$ cat config.mk
export PLATFORM = sky130hd
export DESIGN_NAME = dmadd_sequencer
export DESIGN_NICKNAME = d
export VERILOG_FILES = /design/src/rtl/dmadd_sequencer.sv
export SDC_FILE = /design/constraint.sdc
export NUM_CORES = 1
export LEC_CHECK = 0
export ABC_AREA = 1
export CAP_MARGIN = 20
export CORE_MARGIN = 2
export CORE_UTILIZATION = 41
export CTS_CLUSTER_SIZE = 25
export DETAILED_ROUTE_END_ITERATION = 10
export PLACE_DENSITY = 0.75
export SLEW_MARGIN = 0
export SYNTH_ARGS = -nofsm -noshare
export SYNTH_HDL_FRONTEND = slang
export SYNTH_SLANG_ARGS = --single-unit
$ cat constraint.sdc
create_clock -name clk -period 1.24 [get_ports clk]
set_input_delay 0.124 -clock clk [delete_from_list [all_inputs] [get_ports clk]]
set_output_delay 0.124 -clock clk [all_outputs]
set_load 0.02 [all_outputs]
$ cat src/rtl/dmadd_sequencer.sv
`default_nettype none
// +----------------------------------------------------------------------+
// | Module   : dmadd_sequencer                                           |
// | Brief    : Byte-command sequencer driving DMADD init/load/run cycles |
// | Revision : 1.0                                                       |
// +----------------------------------------------------------------------+
module dmadd_sequencer #(
  parameter int RUN_TIMEOUT = 20
) (
  input  logic       clk,
  input  logic       rst_n,
  input  logic       cmd_valid,
  output logic       cmd_ready,
  input  logic [7:0] cmd_data,
  output logic       res_valid,
  input  logic       res_ready,
  output logic [7:0] res_data,
  output logic       res_timeout,
  output logic       busy,
  output logic [3:0] dm_index,
  output logic [3:0] dm_data,
  output logic [1:0] dm_insn,
  output logic       dm_load,
  output logic       dm_run,
  input  logic [7:0] dm_out,
  input  logic [3:0] dm_step
);

  typedef enum logic [2:0] {
    S_IDLE     = 3'd0,
    S_INIT_CYC = 3'd1,
    S_GET_DATA = 3'd2,
    S_LOAD_CYC = 3'd3,
    S_RUN      = 3'd4,
    S_RESULT   = 3'd5
  } state_t;

  localparam logic [1:0] c_op_init = 2'b00;
  localparam logic [1:0] c_op_load = 2'b01;
  localparam logic [1:0] c_op_run  = 2'b10;
  localparam logic [7:0] c_timeout = 8'(RUN_TIMEOUT);

  state_t     r_state;
  state_t     w_next_state;
  logic [1:0] r_mode;
  logic [3:0] r_index;
  logic [3:0] r_data;
  logic [7:0] r_cnt;
  logic [7:0] r_res_data;
  logic       r_res_timeout;

  logic       w_cmd_fire;
  logic [1:0] w_opcode;
  logic       w_run_done;
  logic       w_run_expired;
  logic       w_unused;

  assign w_opcode = cmd_data[7:6];
  assign w_cmd_fire = cmd_valid && cmd_ready;
  // A zero counter marks the first RUN cycle, where dm_step is still stale.
  assign w_run_done = (r_cnt != 8'd0) && (dm_step == 4'd0);
  assign w_run_expired = (r_cnt == c_timeout);
  assign w_unused = ^cmd_data[5:4];

  assign dm_index    = r_index;
  assign dm_data     = r_data;
  assign dm_insn     = r_mode;
  assign res_data    = r_res_data;
  assign res_timeout = r_res_timeout;

  always_ff @(posedge clk) begin
    if (!rst_n) begin
      r_state <= S_IDLE;
    end else begin
      r_state <= w_next_state;
    end
  end

  always_comb begin
    w_next_state = r_state;
    cmd_ready    = 1'b0;
    busy         = 1'b1;
    dm_load      = 1'b0;
    dm_run       = 1'b0;
    res_valid    = 1'b0;
    case (r_state)
      S_IDLE: begin
        cmd_ready = 1'b1;
        busy      = 1'b0;
        if (w_cmd_fire) begin
          case (w_opcode)
            c_op_init: w_next_state = S_INIT_CYC;
            c_op_load: w_next_state = S_GET_DATA;
            c_op_run:  w_next_state = S_RUN;
            default:   w_next_state = S_IDLE;
          endcase
        end
      end
      S_INIT_CYC: w_next_state = S_IDLE;
      S_GET_DATA: begin
        cmd_ready = 1'b1;
        if (w_cmd_fire) begin
          w_next_state = S_LOAD_CYC;
        end
      end
      S_LOAD_CYC: begin
        dm_load      = 1'b1;
        w_next_state = S_IDLE;
      end
      S_RUN: begin
        dm_run = 1'b1;
        if (w_run_done || w_run_expired) begin
          w_next_state = S_RESULT;
        end
      end
      S_RESULT: begin
        res_valid = 1'b1;
        if (res_ready) begin
          w_next_state = S_IDLE;
        end
      end
      default: w_next_state = S_IDLE;
    endcase
  end

  always_ff @(posedge clk) begin
    if (!rst_n) begin
      r_mode        <= 2'b00;
      r_index       <= 4'd0;
      r_data        <= 4'd0;
      r_cnt         <= 8'd0;
      r_res_data    <= 8'd0;
      r_res_timeout <= 1'b0;
    end else begin
      if ((r_state == S_IDLE) && w_cmd_fire) begin
        case (w_opcode)
          c_op_init: r_mode  <= cmd_data[1:0];
          c_op_load: r_index <= cmd_data[3:0];
          c_op_run:  r_cnt   <= 8'd0;
          default:   ;
        endcase
      end
      if ((r_state == S_GET_DATA) && w_cmd_fire) begin
        r_data <= cmd_data[3:0];
      end
      if (r_state == S_RUN) begin
        if (r_cnt != 8'hFF) begin
          r_cnt <= r_cnt + 8'd1;
        end
        // Completion is tested first so it wins over a coincident timeout.
        if (w_run_done) begin
          r_res_data    <= dm_out;
          r_res_timeout <= 1'b0;
        end else if (w_run_expired) begin
          r_res_data    <= dm_out;
          r_res_timeout <= 1'b1;
        end
      end
    end
  end

endmodule
`default_nettype wire

==> flow_summary.toml <==
[status]
outcome = "complete, but fails checks"
violations = "negative setup slack"

[layout]
fillers = 304
drive_gt1_share_pct = 38.26
seqCellArea_um2 = 610.6
layout_commonest_cell = "nor2_1"
synthToLayoutAreaGrowth_pct = 69.91
multiInputGateArea_um2 = 994.7
mostFrequentLayoutCells = "nor2_1 (47), buf_4 (27), dfxtp_1 (24)"
n_antenna_cell = 0
fin_nets = 323

[timing]
fmax_ghz = 0.7189
setup_viol = 20
setup_tns_ps = -2246
finalHoldViolations = 0
relSlewSlack_pct = 79.96
clock-skew-final_ps = 10.23
drv_slew = 0
fin_hold_ws_ps = 440.4
min_period_over_period_pct = 112.2
layout_setup_ws_ps = -151.0
rsz0062_at_grt = "yes"
tightest_slew_ps = 298.8
fin_crit_ps = 1391

[power_and_ir_drop]
p_seq_share_pct = 41.4
power.switching_uw = 807.2
p_clk_share_pct = 29.8
p_per_area_mw_per_mm2 = 1004
total_leakage_power_nw = 1.168
power_frac_comb_pct = 28.7
intPower_mw = 1.760
sw_frac_of_total_pct = 31.44
vdd_drop_max_uv = 822.3

[logic_synthesis]
ys.warnings.count = 0
synthMuxAreaShare_pct = 0
yosys.area_share.simple_pct = 35.16
syn_inst = 213
syn-num-nets = 239
synth_adder_area_share_pct = 1.663
ys_types = 28
synth-seq-cells = 30
synth_xor_area_share_pct = 0.5819
ys_seq_area_share_pct = 39.90
synth_edf_count = 0
synth_top_family_by_area = "simple AND/OR/NAND/NOR gates"
synth_ff_type = "dfxtp_1"
netlist_area_mm2 = 0.001505
syn_avg_cell_area_um2 = 7.067
async_flop_share_pct = 0
synth_compound_area_share_pct = 14.71

[critical_path]
crit_required_ps = 1420
crit_path_frequent_cell = "nand2_4"
critPathBufInv = 1
critical_path_arrival_ps = 1570
r2r-start = "r_cnt[0]$_SDFF_PN0_"
path_max_fanout = 6
slowest_delay_ps = 340
endpoint_kind = "flop"
path_delay_family = "simple AND/OR/NAND/NOR gates"
start_kind = "flop"
path_cells = "inv_2, ha_4, nand2_4, nor2_4, nand2_2, nand2_4, nand2_8, o21ai_0, nor2_1"
reg2reg_depth = 9
criticalPathCategory = "reg -> reg"
slowest_stage = "dfxtp_2"
regToRegEndpoint = "res_data[1]$_SDFFE_PN0P_"
ff2ff_setup_slack_ps = -150

[clock_network]
clkLatencyLatePin_ps = 290
ctsHoldBuffers = 0
cts_max_level = 2
clock_path_buffers = 2
cts.sinks = 30
cts_tree = "done"
clk_pin_slew_ps = 70
root_buffer = "clkbuf_8"
cts_inserted_buffers = 5

[floorplanning]
io_pins = 48
core-area_mm2 = 0.003606
die_w_um = 64.59
core.rowCount = 22
initial_core_util_pct = 41.74
die_area_mm2 = 0.004172
die_y_um = 64.59

[drt]
post-route-drc-count = 0
dr.pass1.iters = 4
routedWlPerCell_um = 12.19
ant_nets = 0
num_vias = 1646
dr.first_iter.drc_count = 64
vias_per_cell = 4.757
wl_mm = 4.218

[placed_design]
dp_hpwl_mm = 2.723
post-place-ws_ps = -187.8
io_buffers = 45
gp_congestion = 0.8283

[global_route]
grt_pass1_vias = 1617
use_met2_pct = 38.67
grt_pass1_wl_mm = 7.107
track_usage_pct = 22.28
grt_use_met3_pct = 4.688
grt_busiest_layer = "met2"
grt_max_degree = 13
grt-ovfl-total = 0
groute.layer.met1.usage_pct = 25.57
antenna_found_initial = 0

[hold_path]
min_from = "dm_out[5]"
min_to = "res_data[5]$_SDFFE_PN0P_"
hp-class = "in -> reg"
whs_path_depth = 3

[job]
drv_cap = 0
[cell usage after synthesis (2+ instances only)]
master	count	share of area, %
a21oi_1	7	2.3
ha_1	2	1.7
nand2_1	25	6.2
clkbuf_1	3	0.75
dfxtp_1	30	40
nor2_1	55	14
inv_1	16	4.0
nor3_1	3	1.0
inv_2	6	1.5
o21ai_0	17	5.7
nand3_2	2	1.3
o21ai_1	12	4.0
nand2_4	2	1.5
nor2_4	4	3.0
nand3_1	7	2.3
nand2_2	3	1.2
nor2_2	8	3.3
[sequential cells by signal, summed over array words and instances (netlist names)]
signal and cells:
r_cnt 8, res_data 8, dm_data 4, dm_index 4, r_state 3, dm_insn 2, res_timeout 1
[layer usage]
layer / up-vias / part of all wire [%]
met5: - / 0
met4: 0 / 2.1
met3: 8 / 5.1
met2: 48 / 51
met1: 741 / 42
li1: 849 / -
[through the flow]
step | cell area (um^2) | util, % | total power, mW | instances
2_1_floorplan | 1535 | - | 1.398 | 213
3_3_place_gp | 2252 | 62.46 | 1.707 | 332
3_5_place_dp | 2252 | 62.46 | 1.711 | 332
4_1_cts | 2446 | 67.83 | 2.511 | 345
5_1_grt | 2557 | 70.92 | 2.689 | 346
6_report | 2557 | 70.92 | 2.567 | 346
[what timing repair did]
| item | CTS | global route |
|---|---|---|
| gates cloned | 3 | 0 |
| resized for setup | 67 | 39 |
| setup buffers | 2 | 1 |
| pin swaps | 13 | 12 |
| setup endpoints to repair | 47 | 32 |
[kinds of logic (layout without fill, tap and decap cells)]
group,after synthesis,after routing
compound gates,40,40
xor+xnor,1,1
fa+ha+maj,2,2
buf+inv,28,111
flops,30,30
simple gates,112,114
[how the worst max path moves through the flow]
stage                                    end           startpoint  cells past startpoint  slack [ps]
floorplan                r_cnt[5]$_SDFF_PN0_  r_cnt[0]$_SDFF_PN0_                     10         -50
global placement    res_data[7]$_SDFFE_PN0P_           dm_step[3]                      9        -170
detailed placement  res_timeout$_SDFFE_PN0P_           dm_step[3]                      9        -190
CTS                 res_data[2]$_SDFFE_PN0P_  r_cnt[1]$_SDFF_PN0_                     11        -140
global route        res_data[0]$_SDFFE_PN0P_  r_cnt[2]$_SDFF_PN0_                      7        -230
finish              res_data[1]$_SDFFE_PN0P_  r_cnt[0]$_SDFF_PN0_                      9        -150
[area by class of cell]
class                   instances  share of cell area, %
multi-input cells             157                  38.89
repair buffers                 77                  26.66
flip-flops and latches         30                  23.87
inverters                      25                  4.452
clock buffers                   8                  3.131
well taps                      48                  2.348
repair inverters                1                 0.6360
[power by group through the flow]
stage / Combinational, mW / Clock (mW) / Sequential (mW)
floorplan: 0.294 / 0 / 1.10
global route: 0.798 / 0.821 / 1.07
CTS: 0.679 / 0.776 / 1.06
global placement: 0.631 / 0 / 1.08
finish: 0.738 / 0.766 / 1.06
detailed placement: 0.635 / 0 / 1.08
[tightest hold or removal path: stages]
cell	delay [ps]
clkdlybuf4s50_1	400
o21ai_1	120
nor2_1	40
Power figures use the tool's default switching activity.
